--- src/rtl/note_recorder.sv ---
// Note recorder: samples a live note word every SAMPLE_DIV clocks into a slot array, then plays the take back.
// Build option NOTE_RECORDER_ARM_ON_NOTE_EN: rec_start waits in ARMED until the first non-silent note.
module note_recorder #(
    parameter int DATA_WIDTH = 10,
    parameter int DEPTH      = 192,
    parameter int SAMPLE_DIV = 12500000
) (
    input  logic                  clk,
    input  logic                  rst,
    input  logic                  rec_start,
    input  logic                  rec_stop,
    input  logic [DATA_WIDTH-1:0] note_in,
    input  logic                  read_en,
    input  logic                  read_rst,
    output logic [DATA_WIDTH-1:0] data_out,
    output logic                  output_ready,
    output logic                  recording,
    output logic                  full,
    output logic [8:0]            count
);

    localparam int CW = $clog2(SAMPLE_DIV + 1);
    localparam int AW = (DEPTH > 1) ? $clog2(DEPTH) : 1;
    localparam logic [CW-1:0] DIV_C   = CW'(SAMPLE_DIV);
    localparam logic [CW-1:0] CNT_ONE = CW'(1);
    localparam logic [8:0]    DEPTH_C = 9'(DEPTH);

    typedef enum logic [1:0] {IDLE, ARMED, RECORD, DONE} state_t;

    state_t                  state_reg, state_next;
    logic [CW-1:0]           rec_cnt_reg, play_cnt_reg;
    logic [8:0]              count_reg, ptr_reg;
    logic                    full_reg, ready_reg;
    logic [DATA_WIDTH-1:0]   data_reg;
    logic [DATA_WIDTH-1:0]   mem [DEPTH];

    logic idle_like, start_take, slot_tick, last_slot;

    assign idle_like  = (state_reg == IDLE) || (state_reg == DONE);
    assign start_take = idle_like && rec_start;
    assign slot_tick  = (state_reg == RECORD) && (rec_cnt_reg == DIV_C);
    assign last_slot  = slot_tick && (count_reg == DEPTH_C - 9'd1);

    always_comb begin
        state_next = state_reg;
        case (state_reg)
            IDLE, DONE: begin
                if (rec_start) begin
`ifdef NOTE_RECORDER_ARM_ON_NOTE_EN
                    state_next = ARMED;
`else
                    state_next = RECORD;
`endif
                end
            end
            ARMED: begin
                if (rec_stop)
                    state_next = DONE;
                else if (note_in != '0)
                    state_next = RECORD;
            end
            RECORD: begin
                // a stop coinciding with a slot edge still lets that slot be written
                if (rec_stop || last_slot)
                    state_next = DONE;
            end
            default: state_next = IDLE;
        endcase
    end

    always_ff @(posedge clk or posedge rst) begin
        if (rst) begin
            state_reg   <= IDLE;
            count_reg   <= '0;
            full_reg    <= 1'b0;
            rec_cnt_reg <= CNT_ONE;
        end else begin
            state_reg <= state_next;
            if (start_take) begin
                count_reg   <= '0;
                full_reg    <= 1'b0;
                rec_cnt_reg <= CNT_ONE;
            end else if (state_reg == ARMED) begin
                rec_cnt_reg <= CNT_ONE;
            end else if (slot_tick) begin
                count_reg   <= count_reg + 9'd1;
                rec_cnt_reg <= CNT_ONE;
                if (last_slot)
                    full_reg <= 1'b1;
            end else if (state_reg == RECORD) begin
                rec_cnt_reg <= rec_cnt_reg + CNT_ONE;
            end
        end
    end

    // Slot storage is deliberately left out of reset; count gates every read.
    always_ff @(posedge clk) begin
        if (slot_tick && (count_reg < DEPTH_C))
            mem[count_reg[AW-1:0]] <= note_in;
    end

    always_ff @(posedge clk or posedge rst) begin
        if (rst) begin
            ptr_reg      <= '0;
            play_cnt_reg <= CNT_ONE;
            ready_reg    <= 1'b0;
            data_reg     <= '0;
        end else if (start_take) begin
            ptr_reg      <= '0;
            play_cnt_reg <= CNT_ONE;
            ready_reg    <= 1'b0;
        end else if (!idle_like) begin
            ready_reg <= 1'b0;
        end else if (read_rst) begin
            ptr_reg      <= '0;
            play_cnt_reg <= CNT_ONE;
            ready_reg    <= 1'b0;
        end else if (read_en) begin
            if (ptr_reg < count_reg) begin
                ready_reg <= 1'b1;
                data_reg  <= mem[ptr_reg[AW-1:0]];
                if (play_cnt_reg == DIV_C) begin
                    ptr_reg      <= ptr_reg + 9'd1;
                    play_cnt_reg <= CNT_ONE;
                end else begin
                    play_cnt_reg <= play_cnt_reg + CNT_ONE;
                end
            end else begin
                ready_reg <= 1'b0;
            end
        end
    end

    assign data_out     = data_reg;
    assign output_ready = ready_reg;
    assign recording    = (state_reg == ARMED) || (state_reg == RECORD);
    assign full         = full_reg;
    assign count        = count_reg;

endmodule

--- config.mk ---
export PLATFORM = sky130hd
export DESIGN_NAME = note_recorder
export DESIGN_NICKNAME = d
export VERILOG_FILES = /design/src/rtl/note_recorder.sv
export SDC_FILE = /design/constraint.sdc
export NUM_CORES = 2
export LEC_CHECK = 0
export CAP_MARGIN = 10
export CORE_MARGIN = 2
export CORE_UTILIZATION = 57
export DETAILED_ROUTE_END_ITERATION = 16
export GPL_TIMING_DRIVEN = 0
export MAX_ROUTING_LAYER = met4
export PLACE_DENSITY = 0.76
export REMOVE_ABC_BUFFERS = 1
export SYNTH_ARGS = -nofsm -noshare
export SYNTH_HDL_FRONTEND = slang
export SYNTH_SLANG_ARGS = --single-unit
--- constraint.sdc ---
create_clock -name clk -period 2.8 [get_ports clk]
set_input_delay 0.56 -clock clk [delete_from_list [all_inputs] [get_ports clk]]
set_output_delay 0.56 -clock clk [all_outputs]
set_load 0.05 [all_outputs]
[Word-level counts from Yosys, hierarchy flattened]
Memory sizes are Yosys's and may differ from the RTL's. A register that Yosys moved wholly into a read port is not among the register bits.
Cells that the tools add are included.
Word-level totals
  memory bits (writable): 1920
  input bits: 16
  output and inout bits: 22
  register bits after elaboration: 70
  memories kept: 1
Operators by class
  magnitude comparators: 2
  bitwise logic cells: 2
  add/sub/neg operators: 4
  multiplexer cells: 35
  eq/ne operators: 11
  reductions and logical operators: 23
Memories
  mem: words 192, bits a word 10, rd ports 1, clocked after Yosys merged registers in 1, wr ports 1, line 35  | logic [DATA_WIDTH-1:0] mem [DEPTH];
Operators by type and width (count)
  2-to-1 mux 24 bit: 10
  2-to-1 mux 9 bit: 9
  adder 24 x 1 -> 24 bit (second input constant): 2
  == test 24 bit (second input constant): 2
  adder 9 x 1 -> 9 bit (second input constant): 2
  2-to-1 mux 1 bit: 11
  nonzero test 10 bit: 1
  == test 9 x 8 -> 1 bit (second input constant): 1
  < comparator 9 x 8 -> 1 bit (second input constant): 1
  < comparator 9 bit: 1
  AND reduction 3 bit: 3
  nonzero test 3 bit: 3
  2-to-1 mux 2 bit: 4
  inequality test 2 bit (second input constant): 3
  one-hot mux 2 bit (3 select lines): 1
  nonzero test 2 bit: 3
  AND reduction 5 bit: 1
  == test 2 bit (second input constant): 2
  logical AND 1 bit: 4
  inequality test 4 x 3 -> 1 bit (second input constant): 1
  AND reduction 4 bit: 1
  nonzero test 4 bit: 1
  logical OR 1 bit: 3
  inequality test 3 bit (second input constant): 1
  other kinds (5): 6

[Longest topological paths before layout]
  word-level depth: 7
  depth in mapped cells: 13
  depth with buffers taken out: 10

[Worst setup path before layout]
Ideal clock, no wire load.
  kind: flip-flop to flip-flop
  start: reg state_reg[0]
  end: mem mem[120][0], enable pin
  setup time: 0.376 ns
  path slack: -0.256 ns
  stages on the path, launching flop included: 10
  data arrival time: 2.679 ns
  path buffers: 1
  cells stage by stage: dfrtp_1 -> inv_1 -> ha_1 -> nand4_1 -> or3_1 -> or2_2 -> nor4_1 -> nand3_1 -> buf_2 -> nor2_1
Between the ends
  longest elaborated chain between the ends: 5
Ends and longest elaborated chain
  start: declaration: line 30  | state_t state_reg, state_next;
  start signal: assignment: line 78  | state_reg <= state_next;
  == test 2 bit: line 41  | assign slot_tick = (state_reg == RECORD) && (rec_cnt_reg == DIV_C);
  logical AND 1 bit: line 41
  logical AND 1 bit: line 98  | if (slot_tick && (count_reg < DEPTH_C))
  2-to-1 mux 1 bit: line 98
  2-to-1 mux 1 bit (not written as such): line 99  | mem[count_reg[AW-1:0]] <= note_in;
  end: declaration: line 35
Every way passes these cells.

[Final worst setup path]
  start: reg ptr_reg[2]
  end: reg data_reg[1] (netlist: data_out[1]) (read register of mem)
Between the ends
  longest elaborated chain between the ends: 2
Ends and longest elaborated chain
  start: declaration: line 32  | logic [8:0] count_reg, ptr_reg;
  start signal: assignment: line 123  | ptr_reg <= ptr_reg + 9'd1;
  < comparator 9 bit: line 119  | if (ptr_reg < count_reg) begin
  AND reduction 5 bit (no source line)
  end: declaration: line 34  | logic [DATA_WIDTH-1:0] data_reg;
Several ways; a longest one is shown, not always the timed one.
A chain may end at the register's enable or synchronous reset.

==> results <==
- The number of cells in the finished layout apart from fillers is about 6600.
- The most repeated library cell on the critical path is buf_4.
- For this run, the slowest stage of the critical path takes about 0.74 ns.
- Entering global routing, the biggest net connects around 130 pins.
- The detailed router put a total of roughly 80 mm of wire on met1.
- The clock transition time at the flip-flop clock pins of the worst setup and hold paths is 0.07 ns.
- The worst reg2reg path depth is 9.
- The number of fillers in the final layout is 7021.
- The share of total power dissipated in combinational logic is 0.247.
- The synthesized design contains approximately 1900 enable-type register cells.
- After detailed placement, the total cell area comes to between 80000 and 90000 sq um.
- The worst-case IR drop observed on VDD is about 0.00069 V.
- The reg-to-reg setup timing slack is -0.98 ns.
- The overall power of the completed layout is a little under 0.08 W.
- Setup repair after global routing could not meet its margin everywhere.
- The clock tree from TritonCTS is yes.
- The transition time at the pin with the least slew margin is 1.32 ns.
- Setup violations remaining at the end of the flow were counted as approximately 2000.
- The core outline area is around 140000 sq um.
- The clock tree buffer depth is 3.
- The net switching power is 0.0233 W.
- The number of max-slew violations in the final report is 0.
- The top cell type by total area after synthesis is edfxtp_1.
- The mean instance size in the synthesized netlist is 19.4 sq um.
- Measured along the y axis, the die boundary spans 376 um.
- During placement, the flow inserted port buffers numbering 37.
- The ratio of cells with drive above 1 in the final layout is 0.347.
- The library cell used as clock root buffer is clkbuf_16.
- After synthesis, the share of flip-flops with an asynchronous set or reset is 0.0400.
- The most critical setup path has its startpoint at ptr_reg[2].
- The slowest stage of the critical path belongs to the cell o41ai_4.
- The design internal power is about 0.055 W.
- The relative slew slack is 0.116.
- The final reports fail on setup timing.
- In the final routed layout, each cell accounts on average for slightly above 40 um.
- In this run the count of I/O pins placed on the die edge is 38.
- In this run the static leakage power is a little over 30 nW.
- The number of global-route vias before repair is between 40000 and 50000.
- Of the total power, the share spent switching nets is 0.296.
- Summing all non-filler instances in the final layout gives an area of around 100000 sq um.
- The power density over the cells is between 800 and 900 nW/um^2.
- Max-cap violations in this run came to 0.
- The total met3 wirelength after detailed routing is about 42 mm.
- The overall die area is 141000 sq um.
- The arrival time of the worst setup path is approximately 4.5 ns.
- The post-synthesis sequential area ratio is 0.757.
- The routed design has about 270 mm of wire.
- The share of synthesized area in the top cell type comes to 0.732.
- At the placement stage, the worst setup path has a slack of -1.97 ns.
- The critical path goes through buf_4 -> nor2b_4 -> buf_4 -> nand2_1 -> o221ai_4 -> a311oi_4 -> o41ai_4 -> mux2_4 -> o21ai_2.
- After floorplanning, the core was divided into 136 placement rows.
- The synthesis-to-layout area growth is 24.6%.
- For this run, the detailed router's first-pass iteration total came to 8.
- After detailed placement, the design holds a cell count of 5720.
- The post-route setup TNS is -484.25 ns.
- Derived from the worst setup path, the maximum achievable clock frequency is 0.264 GHz.
- The category of the critical setup timing path is flip-flop to flip-flop.
- The startpoint kind of the worst setup timing path is a flip-flop.
- The required time of the critical path is between 3 and 4 ns.
- The total count of hold-check failures in the final report was 0.
- The worst register-to-register path ends at data_out[1].
- The net count of the finished layout is around 4600.
- The count of H-tree levels built during CTS is 4.
- The later pin in the worst-skew pair is clocked with a latency of roughly 0.86 ns.
- The post-route fraction of the period consumed by the critical path is 1.35.
- The commonest cells after synthesis are edfxtp_1, mux4_2, nor2_1, mux2i_1, nand2_1.
- The maximum fanout along the worst path is 12.
- Synthesis inferred 2000 register bits.
- Detailed routing placed a total of 121 mm of wire on met2.
- The post-synthesis cell count is around 4000.
- Detailed placement finished with a half-perimeter wire length of between 100 and 150 mm.
- The critical path ends at data_out[1].
- The primary flip-flop cell chosen by synthesis mapping is edfxtp_1.
- TritonCTS created between 150 and 200 clock buffers.
- The first global-routing pass estimated ~350 mm of wire.
- For this block, the initial DRC count from the detailed router was between 9000 and 10000.
- The share of total power dissipated in sequential elements is 0.422.
- The dominant cell by count in the synthesized netlist is edfxtp_1.
- The number of antenna violations at the first check in global routing came to 8.
- The total of warnings raised by yosys is 0.
- The share of total power dissipated in the clock network is 0.330.
- The run finished, with violations left.
- The post-route antenna net violation count is 0.
- For this run, the total global-route usage over all layers was measured as 0.363.
- The clock skew after layout is roughly 0.042 ns.
- The worst flop-to-flop path startpoint is ptr_reg[2].
- Sorting the synthesized cells by area gives the leading types as edfxtp_1, mux4_2, mux2i_1.
- In the routed design, unresolved DRC markers number 0.
- Dividing the detail-routed via count by the number of cells gives 7.39.
- The die width is 376 um.
- After layout, the worst setup slack is -0.982 ns.
- The routed design could run at a clock period as short as 3.78 ns.
- The tree built by TritonCTS fans out to 2000 sinks.
- The number of flip-flops in the largest register is between 1500 and 2000.
- The remaining global-route overflow is 0.
- The total number of vias is 48500.
- The cell area that synthesis handed to floorplanning was approximately 79000 sq um.
- The endpoint kind of the worst setup timing path is a flip-flop.
- The initial utilization of the core area, before any placement, comes to 0.574.
- The class of the tightest hold or removal check is input pin to flip-flop.
- The detailed router used layers up to and including met4.
- The congestion estimate from routability-driven global placement came to 0.861.
- The count of unique library cells instantiated by Yosys is 73.
## cell usage in the layout, fill, tap and decap left out, types with 16 or more instances in the layout
cell             Yosys  layout
mux2i_1            250     244
mux4_2             375     375
nand2_1            148     117
a22oi_1             54      41
clkbuf_16            0     207
buf_16               0      63
a21oi_2              0      18
buf_12               0     179
nand2b_1            18      16
o221ai_1            26      19
o22ai_1             37      26
inv_1               26      20
a21oi_1             88      62
nor2_4               0     196
and3_1              16      16
nor2_1             293      92
clkdlybuf4s50_1      0      21
buf_4               39     173
a221oi_1            40      22
a22o_1              19      18
buf_6               18      82
nand3_1             45      35
o21ai_0             80      69
clkbuf_1           101      46
dfrtp_1             78      63
bufbuf_16            0      21
clkinv_2             0      28
nand2_2              0      16
edfxtp_1          1920    1920
clkinv_1             1      46
ha_1                19      17
## stage by stage
step,util,hold slack (ns)
after floorplan,-,0.460
after global placement,0.583,0.464
after detailed placement,0.595,0.475
after CTS,0.701,0.166
after global routing,0.715,0.194
final,0.715,0.181
## routing by layer
metal	GRT usage	vias to the layer above
met5	-	-
met4	0.218	0
met3	0.113	1490
met2	0.531	5260
met1	0.448	23900
li1	-	17800
## what timing repair did
| item | 4_1_cts | 5_1_grt |
|---|---|---|
| gates cloned | 43 | 12 |
| endpoints found under the setup margin | 1989 | 1864 |
| gates resized for setup | 728 | 151 |
| hold buffers | 1 | 0 |
| pin swaps | 233 | 80 |
| setup buffers | 332 | 89 |
| endpoints found under the hold margin | 13 | 0 |
## worst min path at each step
stage / endpoint / slack [ns] / from / cells after the start
after floorplan: rec_cnt_reg[4] / 0.46 / rec_cnt_reg[4] / 1
after global placement: data_out[1] / 0.46 / data_out[1] / 2
after detailed placement: data_out[0] / 0.48 / data_out[0] / 2
after CTS: mem[140][6] / 0.17 / note_in[6] / 1
after global routing: mem[140][6] / 0.19 / note_in[6] / 1
final: mem[140][6] / 0.18 / note_in[6] / 1
## worst max-delay path, delay by kind of cell (launching register included)
family          cells  cell delay, ns
simple gates        2            0.77
buf+inv             2            0.73
mux                 1            0.28
flops               1            0.56
compound gates      4            1.29
## cell families after synthesis
kind of cell    after synthesis  share of synthesized area
mux                         641                      0.141
flops                      2000                      0.757
buf+inv                     265                     0.0173
simple gates                637                     0.0365
fa+ha+maj                    19                    0.00302
compound gates              480                     0.0420
xor+xnor                     22                    0.00245
## power groups by stage
| stage | clock network (W) | logic (W) | registers (W) |
|---|---|---|---|
| global route | 0.0269 | 0.0196 | 0.0332 |
| CTS | 0.0252 | 0.0175 | 0.0332 |
| global placement | 0 | 0.00602 | 0.0345 |
| floorplan | 0 | 0.00466 | 0.0345 |
| detailed placement | 0 | 0.0132 | 0.0340 |
| finish | 0.0260 | 0.0195 | 0.0332 |
## area by class of cell
cell class	count	area [sq um]	area share
Sequential cell	2000	59700	0.608
Timing Repair Buffer	567	8930	0.0910
Multi-Input combinational cell	1804	21100	0.215
Clock inverter	109	986	0.0100
Clock buffer	241	5050	0.0515
Inverter	28	150	0.00153
Antenna cell	10	25.0	0.000255
Tap cell	1794	2240	0.0229
(Power assumes the default switching activity.)
